File: config.mk
export PLATFORM = sky130hd
export DESIGN_NAME = stopwatch_ctrl
export DESIGN_NICKNAME = d
export VERILOG_FILES = /design/src/rtl/stopwatch_pkg.sv /design/src/rtl/btn_debounce.sv /design/src/rtl/stopwatch_ctrl.sv
export SDC_FILE = /design/constraint.sdc
export NUM_CORES = 1
export LEC_CHECK = 0
export CAP_MARGIN = 20
export CORE_ASPECT_RATIO = 1.5
export CORE_MARGIN = 2
export CORE_UTILIZATION = 51
export CTS_CLUSTER_SIZE = 28
export DETAILED_ROUTE_END_ITERATION = 7
export GPL_ROUTABILITY_DRIVEN = 0
export PLACE_DENSITY = 0.91
export SKIP_CTS_REPAIR_TIMING = 1
export SYNTH_ARGS = -nofsm -noshare
export SYNTH_HDL_FRONTEND = slang
export SYNTH_SLANG_ARGS = --single-unit
File: constraint.sdc
create_clock -name i_rtcclk -period 3.7 [get_ports i_rtcclk]
set_input_delay 0.555 -clock i_rtcclk [delete_from_list [all_inputs] [get_ports i_rtcclk]]
set_output_delay 0.555 -clock i_rtcclk [all_outputs]
set_load 0.1 [all_outputs]
File: src/rtl/stopwatch_pkg.sv
// Shared types and constants for the stopwatch controller slice.
package stopwatch_pkg;

    localparam int unsigned BCD_WIDTH          = 24;
    localparam int unsigned DEBOUNCE_TICKS_DEF = 4;

    typedef enum logic [2:0] {
        S_IDLE  = 3'd0,
        S_RUN   = 3'd1,
        S_LAP   = 3'd2,
        S_STOP  = 3'd3,
        S_CLEAR = 3'd4
    } sw_state_t;

    // CLEAR is transient and reports as IDLE on the status port
    function automatic logic [1:0] state_code(input sw_state_t s);
        return (s == S_CLEAR) ? 2'd0 : s[1:0];
    endfunction

endpackage

File: src/rtl/btn_debounce.sv
// Two-flop synchronizer plus debouncer emitting one pulse per qualified press.
module btn_debounce
    import stopwatch_pkg::*;
#(
    parameter int unsigned TICKS = DEBOUNCE_TICKS_DEF
) (
    input  logic i_rtcclk,
    input  logic rst,
    input  logic btn,
    output logic pulse
);

    localparam int unsigned CW = $clog2(TICKS + 1);

    logic          sync1, sync2;
    logic [CW-1:0] cnt;
    logic          locked;

    always_ff @(posedge i_rtcclk or posedge rst) begin
        if (rst) begin
            sync1 <= 1'b0;
            sync2 <= 1'b0;
        end else begin
            sync1 <= btn;
            sync2 <= sync1;
        end
    end

    // locked: a press has fired; wait for TICKS stable-low cycles before re-arming
    always_ff @(posedge i_rtcclk or posedge rst) begin
        if (rst) begin
            cnt    <= '0;
            locked <= 1'b0;
            pulse  <= 1'b0;
        end else begin
            pulse <= 1'b0;
            if (sync2 != locked) begin
                if (cnt == CW'(TICKS - 1)) begin
                    cnt    <= '0;
                    locked <= ~locked;
                    pulse  <= ~locked;
                end else begin
                    cnt <= cnt + CW'(1);
                end
            end else begin
                cnt <= '0;
            end
        end
    end

endmodule

File: src/rtl/stopwatch_ctrl.sv
// Stopwatch control FSM: debounced buttons drive run/lap/stop/clear and the display mux.
module stopwatch_ctrl
    import stopwatch_pkg::*;
#(
    parameter int unsigned DEBOUNCE_TICKS = DEBOUNCE_TICKS_DEF
) (
    input  logic                 i_rtcclk,
    input  logic                 rst,
    input  logic                 i_btn_startstop,
    input  logic                 i_btn_lap,
    input  logic                 i_btn_clear,
    input  logic [BCD_WIDTH-1:0] i_count,
    output logic                 o_countenb,
    output logic                 o_latchcount,
    output logic                 o_countinit,
    output logic [BCD_WIDTH-1:0] o_display,
    output logic                 o_lapfreeze,
    output logic [1:0]           o_state
);

    logic                 ss_p, lap_p, clr_p;
    sw_state_t            state_q, state_d;
    logic                 capture;
    logic [BCD_WIDTH-1:0] lap_q;

    btn_debounce #(.TICKS(DEBOUNCE_TICKS)) u_db_ss (
        .i_rtcclk(i_rtcclk), .rst(rst), .btn(i_btn_startstop), .pulse(ss_p));
    btn_debounce #(.TICKS(DEBOUNCE_TICKS)) u_db_lap (
        .i_rtcclk(i_rtcclk), .rst(rst), .btn(i_btn_lap), .pulse(lap_p));
    btn_debounce #(.TICKS(DEBOUNCE_TICKS)) u_db_clr (
        .i_rtcclk(i_rtcclk), .rst(rst), .btn(i_btn_clear), .pulse(clr_p));

    always_ff @(posedge i_rtcclk or posedge rst) begin
        if (rst) begin
            state_q <= S_IDLE;
            lap_q   <= '0;
        end else begin
            state_q <= state_d;
            if (capture) lap_q <= i_count;
        end
    end

    // Priority startstop > lap > clear: a lap pulse masks clear even where lap itself is ignored
    always_comb begin
        state_d = state_q;
        capture = 1'b0;
        unique case (state_q)
            S_IDLE: begin
                if (ss_p)                state_d = S_RUN;
                else if (!lap_p && clr_p) state_d = S_CLEAR;
            end
            S_RUN: begin
                if (ss_p) state_d = S_STOP;
                else if (lap_p) begin
                    state_d = S_LAP;
                    capture = 1'b1;
                end
            end
            S_LAP: begin
                if (ss_p)       state_d = S_STOP;
                else if (lap_p) state_d = S_RUN;
            end
            S_STOP: begin
                if (ss_p)                state_d = S_RUN;
                else if (!lap_p && clr_p) state_d = S_CLEAR;
            end
            S_CLEAR: state_d = S_IDLE;
            default: state_d = S_IDLE;
        endcase
    end

    always_comb begin
        o_countenb   = (state_q == S_RUN) || (state_q == S_LAP);
        o_latchcount = o_countenb;
        o_countinit  = (state_q == S_CLEAR);
        o_lapfreeze  = (state_q == S_LAP);
        o_display    = o_lapfreeze ? lap_q : i_count;
        o_state      = state_code(state_q);
    end

endmodule

# Word level (Yosys, flattened, before mapping)
# Cells that the tools add are included.
# classes
n_reduce_logical	9
n_addsub	3
n_mul	0
order_cmp	0
eq_ne	13
n_div	0
bitwise	3
n_mux	24
n_shift	0
# op_table
op	n
$mux W3	12
$mux W24	1
$eq A3 B2 Y1 const B	5
$add A3 B1 Y3 const B	3
$mux W1	9
$ne A3 B1 Y1 const B	3
$pmux W3 S3	1
$reduce_and A2 Y1	3
$eq A3 B1 Y1 const B	1
$eq A3 B3 Y1 const B	1
$logic_not A3 Y1	1
$ne A1 B1 Y1	3
$not A1 Y1	3
$reduce_and A3 Y1	1
$mux W2	1
$reduce_or A2 Y1	1
$logic_and A1 B1 Y1	1
$logic_not A1 Y1	1
$logic_or A1 B1 Y1	1
# word_totals
memories	0
output_inout_bits	30
inputBits	29
latch_bits	0
rom_bits	0
ramBits	0
reg_bits	48

# Depth between registers and ports, before layout
# Gate-level depths: netlist of run 1.
# depth
ltp_word	5
mapped_depth	5
ltp_nobuf	3

# Modules after synthesis
# Synthesis of run 1 repeated with hierarchy kept, for this count alone.
# hier_totals
hier_cells	150
hier_area_um2	2233.4
# by_module_without_submodules
mod	cells_per_inst	area_each_um2	instances
stopwatch_ctrl	102	1452.6	1
btn_debounce	16	260.2	3

# Worst setup path after synthesis of run 1
# No wires, ideal clock.
# synth_path
path_kind	flip-flop to output port
from	reg state_q[0]
to	out o_countinit
path_slack_ns	0.437
arrival_ns	2.708
t_required_ns	3.145
path_stages_with_launch	3
path_cell_list	dfrtp_1 > buf_4 > nor3b_1
# synth_via
elab_chain_cells	1
# synth_rtl
element	line_no	text
start: declaration	stopwatch_ctrl.sv:22	sw_state_t state_q, state_d;
start signal: assignment	stopwatch_ctrl.sv:38	state_q <= state_d;
$eq A3 B3 Y1	stopwatch_ctrl.sv:75	o_countinit = (state_q == S_CLEAR);
end: declaration	stopwatch_ctrl.sv:15	output logic o_countinit,
# No other way between the ends.

# Worst setup path after layout of run 1
# layout_path
from	reg state_q[0]
to	out o_countenb
# layout_via
elab_chain_cells	2
word_cells_on_any_way	3
classes_between	eq/ne: 2; reduce/logical: 1
# layout_rtl
element	line_no	text
$eq A3 B1 Y1 / $eq A3 B2 Y1 (equally long branches)	stopwatch_ctrl.sv:73	o_countenb = (state_q == S_RUN) || (state_q == S_LAP);
$logic_or A1 B1 Y1 *	stopwatch_ctrl.sv:73	
end: declaration	stopwatch_ctrl.sv:13	output logic o_countenb,
# Every way passes the cells marked *; elsewhere a longest branch is shown, timed or not.

==> results of run 1 <==
critical path: cells and delay by family, from the launching register on:
| kind | cells | cell delay, ns |
|---|---|---|
| XOR/XNOR | 1 | 0.20 |
| buffers and inverters | 1 | 1.15 |
| AND/OR/NAND/NOR | 1 | 0.13 |
| flip-flops | 1 | 0.51 |
worst max path at each step:
stage,startpoint,to,slack [ns]
finish,state_q[0],o_countenb,0.87
global placement,state_q[0],o_countenb,1.25
CTS,state_q[0],o_countenb,0.85
detailed placement,state_q[0],o_countenb,1.18
floorplan,state_q[0],o_countinit,0.44
global route,state_q[0],o_countenb,0.75
kinds of logic (layout without fill, tap and decap cells):
kind of cell | after synthesis | in the layout | synth area share (%)
flip-flops | 48 | 48 | 56.0
multiplexers | 51 | 51 | 26.8
AND/OR/NAND/NOR | 25 | 25 | 8.46
buffers and inverters | 11 | 70 | 3.85
adder cells (fa/ha/maj) | 3 | 3 | 1.75
XOR/XNOR | 4 | 4 | 1.63
AO/OA/AOI/OAI | 5 | 5 | 1.57
layer usage:
layer | part of all wire (%) | global-route usage (%) | vias up
met5 | 0 | 0 | -
li1 | - | - | 632
met4 | 1.1 | 9.09 | 0
met2 | 60 | 30.7 | 30
met1 | 36 | 18.9 | 665
met3 | 3.4 | 3.43 | 4
layout make-up:
class | instances | area [um2] | share of cell area [%]
tap | 45 | 56.3 | 2.04
clock inverter | 2 | 10.0 | 0.362
sequential | 48 | 1200 | 43.4
multi-input combinational | 88 | 862 | 31.2
clock buffer | 6 | 82.6 | 2.99
timing repair buffer | 60 | 546 | 19.7
inverter | 2 | 7.51 | 0.271
registers in the layout, indices dropped and copies added, names as in the netlist, 3 cells and up:
| register | cells |
|---|---|
| u_db_clr.cnt | 3 |
| state_q | 3 |
| lap_q | 24 |
| u_db_ss.cnt | 3 |
| u_db_lap.cnt | 3 |
cell usage in the layout (no fill, tap or decap), drive strengths merged, types with 2 or more instances in the layout:
cell type / netlist / layout
mux2: 51 / 51
dfrtp: 48 / 48
clkdlybuf4s50: 0 / 33
buf: 7 / 27
nor3b: 8 / 8
clkbuf: 2 / 6
nor2b: 4 / 4
xnor2: 4 / 4
nor3: 4 / 4
and3b: 3 / 3
ha: 3 / 3
inv: 2 / 2
nor2: 2 / 2
a21oi: 2 / 2
clkinv: 0 / 2
per-stage QoR:
step                      setup slack, ns  util (%)  area (um2)
after CTS                           0.852      68.7        2750
after floorplan                     0.437         -        2150
final                               0.872      69.2        2770
after detailed placement             1.18      66.4        2650
after global placement               1.25      66.4        2650
after global routing                0.749      69.2        2770
==> results_dict.tcl, run 1 <==
set metrics [dict create \
    status "finished, final reports clean" \
    synth_top_area_share_pct 56.0 \
    rrSetupSlack_ns 1.74 \
    fmax_mhz 354 \
    clkTransAtPathRegs_ns 0.08 \
    placementRows 28 \
    worstSetupPathType "flip-flop to output port" \
    crit_slowest_cell "clkdlybuf4s50_1" \
    synth_flop_cell "dfrtp_1" \
    clk_latency_ns 0.29 \
    critPathMaxFanout 9 \
    vias 1331 \
    worst_pin_slew_ns 0.969 \
    die_h_um 83.4 \
    ys_warn_count 0 \
    maxCapViolCount 0 \
    r2r_end "lap_q[12]" \
    cp-start-kind "flip-flop" \
    dp_hpwl_um 2840 \
    grt_pass1_wl_um 6440 \
    synth-edff-count 0 \
    setup_viol 0 \
    syn_area_per_cell_um2 14.6 \
    die_w_um 57.0 \
    finalCriticalPeriod_ns 2.83 \
    whs_path_depth 0 \
    worst_hold_slack_ns 0.353 \
    async_flop_share_pct 100 \
    drive_above_1_share_pct 43.7 \
    via_per_inst 5.30 \
    drtPass1Iterations 3 \
    r2r-start "state_q[2]" \
    yosys_register_bits 48 \
    cts-root-buf "clkbuf_8" \
    cpPeakStageDelay_ns 1.15 \
    cts_sinks 48 \
    drv_slew 0 \
    worstSetupEndpointType "output port" \
    ios 59 \
    finalCritPeriodShare_pct 76.4 \
    synth.largest_area_cell "dfrtp_1" \
    hold_class "flip-flop to flip-flop" \
    slew-limit-headroom_pct 35.2 \
    antenna_found_initial 0 \
    area_growth_pct 28.9 \
    cts_tree "yes" \
    fillers 300 \
    start_util_pct 53.7 \
    reg2reg_depth 3 \
    synth_fp_nets 179 \
    critical_path_required_ns 3.14 \
    finalHoldViolations 0 \
    coreArea_um2 3990 \
    yosysMostFrequentCell "mux2_2" \
    crit_arrival_ns 2.27 \
    wirelength_um 3750 \
    fin_skew_ns 0.00447 \
    synth_common_cells "50 x mux2_2, 48 x dfrtp_1, 8 x nor3b_1" \
    holdCritStartpoint "u_db_lap.sync1" \
    cts_made_buffers 5 \
    cts_max_path_buffers 2 \
    synthCells 147 \
    grt_max_degree 49 \
    htreeDepth 2 \
    final_antenna_net_count 0 \
    worstHoldEndpoint "u_db_lap.sync2" \
    ys_types 24 \
    remaining_drc_errors 0 \
    die-area_um2 4750 \
    antenna_cells 0 \
    grt_overflow 0 \
    ys_top_cells_by_area "dfrtp_1 56%, mux2_2 26%, nor3b_1 2.8%" \
    setup_tns_ns 0 \
    rsz0062_at_grt "no" \
    syn_area_um2 2150 \
    dp.cells 242 \
    drt_iter0_drc 40 \
    numPortBuffers 58 \
    crit_chain "xnor2_1 > nor2_1 > clkdlybuf4s50_1" \
    grt_pass1_vias 1443 \
    grt_usage_pct 17.4 \
    fin_nets 237 \
    instances_no_fill 251 \
    ys_seq_area_share_pct 56.0 \
    wire_per_inst_um 14.9 \
]
Power of run 1 is left out: the tool's default activity adds up to more than one toggle a clock period on the data nets, which glitch-free logic cannot reach.
==> run 2: changes to the inputs <==
--- a/config.mk
+++ b/config.mk
@@ -8,11 +8,11 @@
 export CAP_MARGIN = 20
 export CORE_ASPECT_RATIO = 1.5
 export CORE_MARGIN = 2
-export CORE_UTILIZATION = 51
+export CORE_UTILIZATION = 43
 export CTS_CLUSTER_SIZE = 28
 export DETAILED_ROUTE_END_ITERATION = 7
 export GPL_ROUTABILITY_DRIVEN = 0
-export PLACE_DENSITY = 0.91
+export PLACE_DENSITY = 0.83
 export SKIP_CTS_REPAIR_TIMING = 1
 export SYNTH_ARGS = -nofsm -noshare
 export SYNTH_HDL_FRONTEND = slang
==> constraint.sdc (replaced) <==
create_clock -name i_rtcclk -period 2.4 [get_ports i_rtcclk]
set_input_delay 0.36 -clock i_rtcclk [delete_from_list [all_inputs] [get_ports i_rtcclk]]
set_output_delay 0.36 -clock i_rtcclk [all_outputs]
set_load 0.1 [all_outputs]
==> run 2 against run 1 <==
  * Cell count rose by 8.4%
  * Flip-flop and latch count unchanged
  * Setup slack worse by 0.72 ns
  * Core utilization down 4.8 points
  * First-iteration DRC count shrank 13%
  * Wire length rose by 0.21%
  * Hold slack barely moved
  * Highest routed layer unchanged
==> results_dict.tcl, run 2 (same netlist as run 1, synthesis figures left out) <==
set metrics [dict create \
    area_growth_pct 44.4 \
    grt_pass1_wl_um 6470 \
    drtPass1Iterations 2 \
    antenna_found_initial 0 \
    start_util_pct 44.6 \
    clkTransAtPathRegs_ns 0.08 \
    critical_path_required_ns 2.04 \
    final_antenna_net_count 0 \
    die-area_um2 5580 \
    htreeDepth 2 \
    rsz0062_at_grt "no" \
    placementRows 31 \
    remaining_drc_errors 0 \
    worstSetupEndpointType "output port" \
    wirelength_um 3750 \
    fin_nets 237 \
    critPathMaxFanout 25 \
    area.sequential_um2 1200 \
    worstSetupPathType "flip-flop to output port" \
    dp_hpwl_um 2760 \
    instances_no_fill 272 \
    via_per_inst 4.94 \
    drt_iter0_drc 35 \
    coreArea_um2 4810 \
    crit_arrival_ns 1.89 \
    setup_viol 0 \
    fillers 378 \
    drv_slew 0 \
    grt_overflow 0 \
    drive_above_1_share_pct 47.1 \
    ios 59 \
    die_h_um 90.5 \
    status "finished, final reports clean" \
    grt_max_degree 49 \
    cts_tree "yes" \
    fmax_mhz 444 \
    finalHoldViolations 0 \
    worst_pin_slew_ns 0.767 \
    finalCriticalPeriod_ns 2.25 \
    antenna_cells 0 \
    layout_commonest_cell "mux2_2" \
    hold_class "flip-flop to flip-flop" \
    fin_skew_ns 0.00405 \
    regMostFlops "lap_q" \
    maxCapViolCount 0 \
    final_cell_mix "50 x mux2_2, 48 x dfrtp_1, 28 x clkdlybuf4s50_1" \
    cts_max_path_buffers 2 \
    cts_sinks 48 \
    wire_per_inst_um 13.8 \
    grt_pass1_vias 1377 \
    multi_input_area_um2 870 \
    grt_usage_pct 15.5 \
    cts_made_buffers 5 \
    cts-root-buf "clkbuf_8" \
    dp.cells 264 \
    cp-start-kind "flip-flop" \
    largest_reg_flops 24 \
    slew-limit-headroom_pct 48.7 \
    setup_tns_ns 0 \
    die_w_um 61.7 \
    numPortBuffers 58 \
    vias 1345 \
    clk_latency_ns 0.29 \
    finalCritPeriodShare_pct 93.8 \
]
run 2: path summary, 6_finish.rpt:
kind                                   to  depth (start not counted)           start  slack, ns
min                        u_db_clr.sync2                          0  u_db_clr.sync1       0.35
max in group asynchronous       lap_q[20]                          3             rst       1.47
min reg2reg                u_db_clr.sync2                          0  u_db_clr.sync1       0.35
max reg2reg                     lap_q[10]                          3      state_q[2]       0.48
max                          o_display[9]                          5      state_q[1]       0.15
min in group asynchronous  u_db_clr.sync1                          3             rst       0.53
run 2: critical path: stages, from the launching register on:
cell and delay, ns:
dfrtp_1 0.49, inv_2 0.10, nor3_4 0.22, buf_12 0.21, mux2_2 0.39, buf_12 0.17
run 2: per-layer routing:
metal / global-route usage [%] / up-vias / routed length, um
met2: 24.8 / 36 / 2050
li1: - / 637 / -
met5: 0 / - / 0
met1: 19.0 / 668 / 1440
met4: 6.91 / 0 / 68
met3: 4.01 / 4 / 187
run 2: per-stage QoR:
step	util [%]	hold slack, ns	area [um2]	setup WS [ns]
after floorplan	-	0.331	2150	0.146
after global placement	62.5	0.334	3010	0.483
after detailed placement	62.5	0.336	3010	0.440
after CTS	64.4	0.355	3100	0.122
after global routing	64.4	0.369	3100	0.0477
final	64.4	0.352	3100	0.148
run 2: final cells by class:
| type | count | area share, % |
|---|---|---|
| flip-flops and latches | 48 | 38.8 |
| multi-input cells | 88 | 28.1 |
| repair buffers | 60 | 27.3 |
| clock buffers | 6 | 2.66 |
| well taps | 66 | 2.66 |
| clock inverters | 2 | 0.323 |
| inverters | 2 | 0.242 |
Power of run 2 is left out for the same reason.
==> run 3: changes to the inputs <==
--- a/config.mk
+++ b/config.mk
@@ -8,12 +8,11 @@
 export CAP_MARGIN = 20
 export CORE_ASPECT_RATIO = 1.5
 export CORE_MARGIN = 2
-export CORE_UTILIZATION = 43
+export CORE_UTILIZATION = 47
 export CTS_CLUSTER_SIZE = 28
 export DETAILED_ROUTE_END_ITERATION = 7
 export GPL_ROUTABILITY_DRIVEN = 0
-export PLACE_DENSITY = 0.83
-export SKIP_CTS_REPAIR_TIMING = 1
+export PLACE_DENSITY = 0.85
 export SYNTH_ARGS = -nofsm -noshare
 export SYNTH_HDL_FRONTEND = slang
 export SYNTH_SLANG_ARGS = --single-unit
==> constraint.sdc (replaced) <==
create_clock -name i_rtcclk -period 2.3 [get_ports i_rtcclk]
set_input_delay 0.345 -clock i_rtcclk [delete_from_list [all_inputs] [get_ports i_rtcclk]]
set_output_delay 0.345 -clock i_rtcclk [all_outputs]
set_load 0.1 [all_outputs]
==> run 3 against run 2 <==
  * Die area shrank 8.1%
  * Clock skew grew 0.0085 ns
  * Non-clock buffer count is the same
==> results_dict.tcl, run 3 (same netlist as run 1, synthesis figures left out) <==
set metrics [dict create \
    grt_usage_pct 18.0 \
    slew-limit-headroom_pct 48.3 \
    vias 1340 \
    clkTransAtPathRegs_ns 0.08 \
    drt_iter0_drc 41 \
    cts_max_path_buffers 2 \
    critPathMaxFanout 25 \
    wire_per_inst_um 15.5 \
    drive_above_1_share_pct 47.1 \
    fin_skew_ns 0.0126 \
    cp-start-kind "flip-flop" \
    placementRows 30 \
    hold_class "flip-flop to flip-flop" \
    die_h_um 86.8 \
    cts_tree "yes" \
    worst_pin_slew_ns 0.774 \
    setup_tns_ns 0 \
    worstSetupPathType "flip-flop to output port" \
    setup_viol 0 \
    top_layer "met4" \
    numPortBuffers 58 \
    grt_pass1_wl_um 6880 \
    regMostFlops "lap_q" \
    remaining_drc_errors 0 \
    holdCritStartpoint "u_db_clr.sync1" \
    wl_met2_um 2240 \
    grt_pass1_vias 1486 \
    antenna_cells 0 \
    layout_commonest_cell "mux2_2" \
    antenna_found_initial 0 \
    critical_path_required_ns 1.96 \
    fillers 302 \
    worstHoldEndpoint "u_db_clr.sync2" \
    die-area_um2 5130 \
    finalCritPeriodShare_pct 95.5 \
    instances_no_fill 254 \
    wl_met1_um 1420 \
    coreArea_um2 4470 \
    whs_path_depth 0 \
    drv_slew 0 \
    ios 59 \
    rrSetupSlack_ns 0.36 \
    wirelength_um 3950 \
    route.met3.wl_um 181 \
    status "finished, final reports clean" \
    cts_sinks 48 \
    ctsHoldBuffers 0 \
    dp.cells 246 \
    finalHoldViolations 0 \
    fmax_mhz 455 \
    dp_hpwl_um 2940 \
    rsz0062_at_grt "no" \
    cts_made_buffers 5 \
    start_util_pct 48.0 \
    r2r-start "state_q[2]" \
    drtPass1Iterations 4 \
    fin_nets 237 \
    area_growth_pct 44.7 \
    final_cell_mix "50 x mux2_2, 47 x dfrtp_1, 28 x clkdlybuf4s50_1" \
    finalCriticalPeriod_ns 2.20 \
    cts_setup_buffers 0 \
    htreeDepth 2 \
    final_antenna_net_count 0 \
    reg2reg_depth 3 \
    worstSetupEndpointType "output port" \
    maxCapViolCount 0 \
    r2r_end "lap_q[4]" \
    clk_latency_ns 0.30 \
    crit_arrival_ns 1.85 \
    grt_overflow 0 \
    die_w_um 59.2 \
    largest_reg_flops 24 \
    grt_max_degree 26 \
    cts-root-buf "clkbuf_8" \
    via_per_inst 5.28 \
]
==> run 3: cell count changes in the layout (fill, tap and decap cells not counted), sizes merged <==
cell and change:
bufinv +1, clkinv -1
==> run 3: worst max path at each step <==
stage / start / end / slack [ns]
floorplan: state_q[1] / o_display[22] / 0.06
global placement: state_q[1] / o_display[9] / 0.40
detailed placement: state_q[2] / lap_q[6] / 0.35
CTS: state_q[1] / o_display[9] / 0.04
global route: state_q[0] / o_display[9] / 0.03
finish: state_q[0] / o_display[19] / 0.10
==> run 3: routing by layer <==
| layer | vias up | global-route usage (%) |
|---|---|---|
| li1 | 630 | - |
| met2 | 38 | 31.6 |
| met3 | 8 | 4.33 |
| met1 | 664 | 19.9 |
| met5 | - | 0 |
| met4 | 0 | 8.26 |
==> run 3: what timing repair did <==
| item | CTS | global route |
|---|---|---|
| gates resized for setup | 0 | 1 |
| setup endpoints to repair | 0 | 24 |
| hold endpoints to repair | 0 | 0 |
==> run 3: worst max-delay path: stages (launching register included) <==
cell     delay, ns
dfrtp_1       0.52
nor3_4        0.25
buf_12        0.21
mux2_2        0.39
buf_12        0.17
==> run 3: stage by stage <==
stage / hold WS, ns / instance area, um2 / setup slack (ns) / util, %
2_1_floorplan: 0.331 / 2150 / 0.0611 / -
3_3_place_gp: 0.335 / 3000 / 0.399 / 67.1
3_5_place_dp: 0.335 / 3000 / 0.348 / 67.1
4_1_cts: 0.353 / 3100 / 0.0418 / 69.5
5_1_grt: 0.348 / 3110 / 0.0349 / 69.5
6_report: 0.349 / 3110 / 0.104 / 69.5
==> run 3: area by class of cell <==
cell class | count | area, um2 | area share (%)
Clock buffer | 6 | 72.6 | 2.34
Sequential cell | 48 | 1200 | 38.7
Tap cell | 48 | 60.1 | 1.93
Timing Repair Buffer | 60 | 858 | 27.6
Inverter | 2 | 7.51 | 0.242
Clock inverter | 2 | 35.0 | 1.13
Multi-Input combinational cell | 88 | 870 | 28.0
Power of run 3 is left out for the same reason.
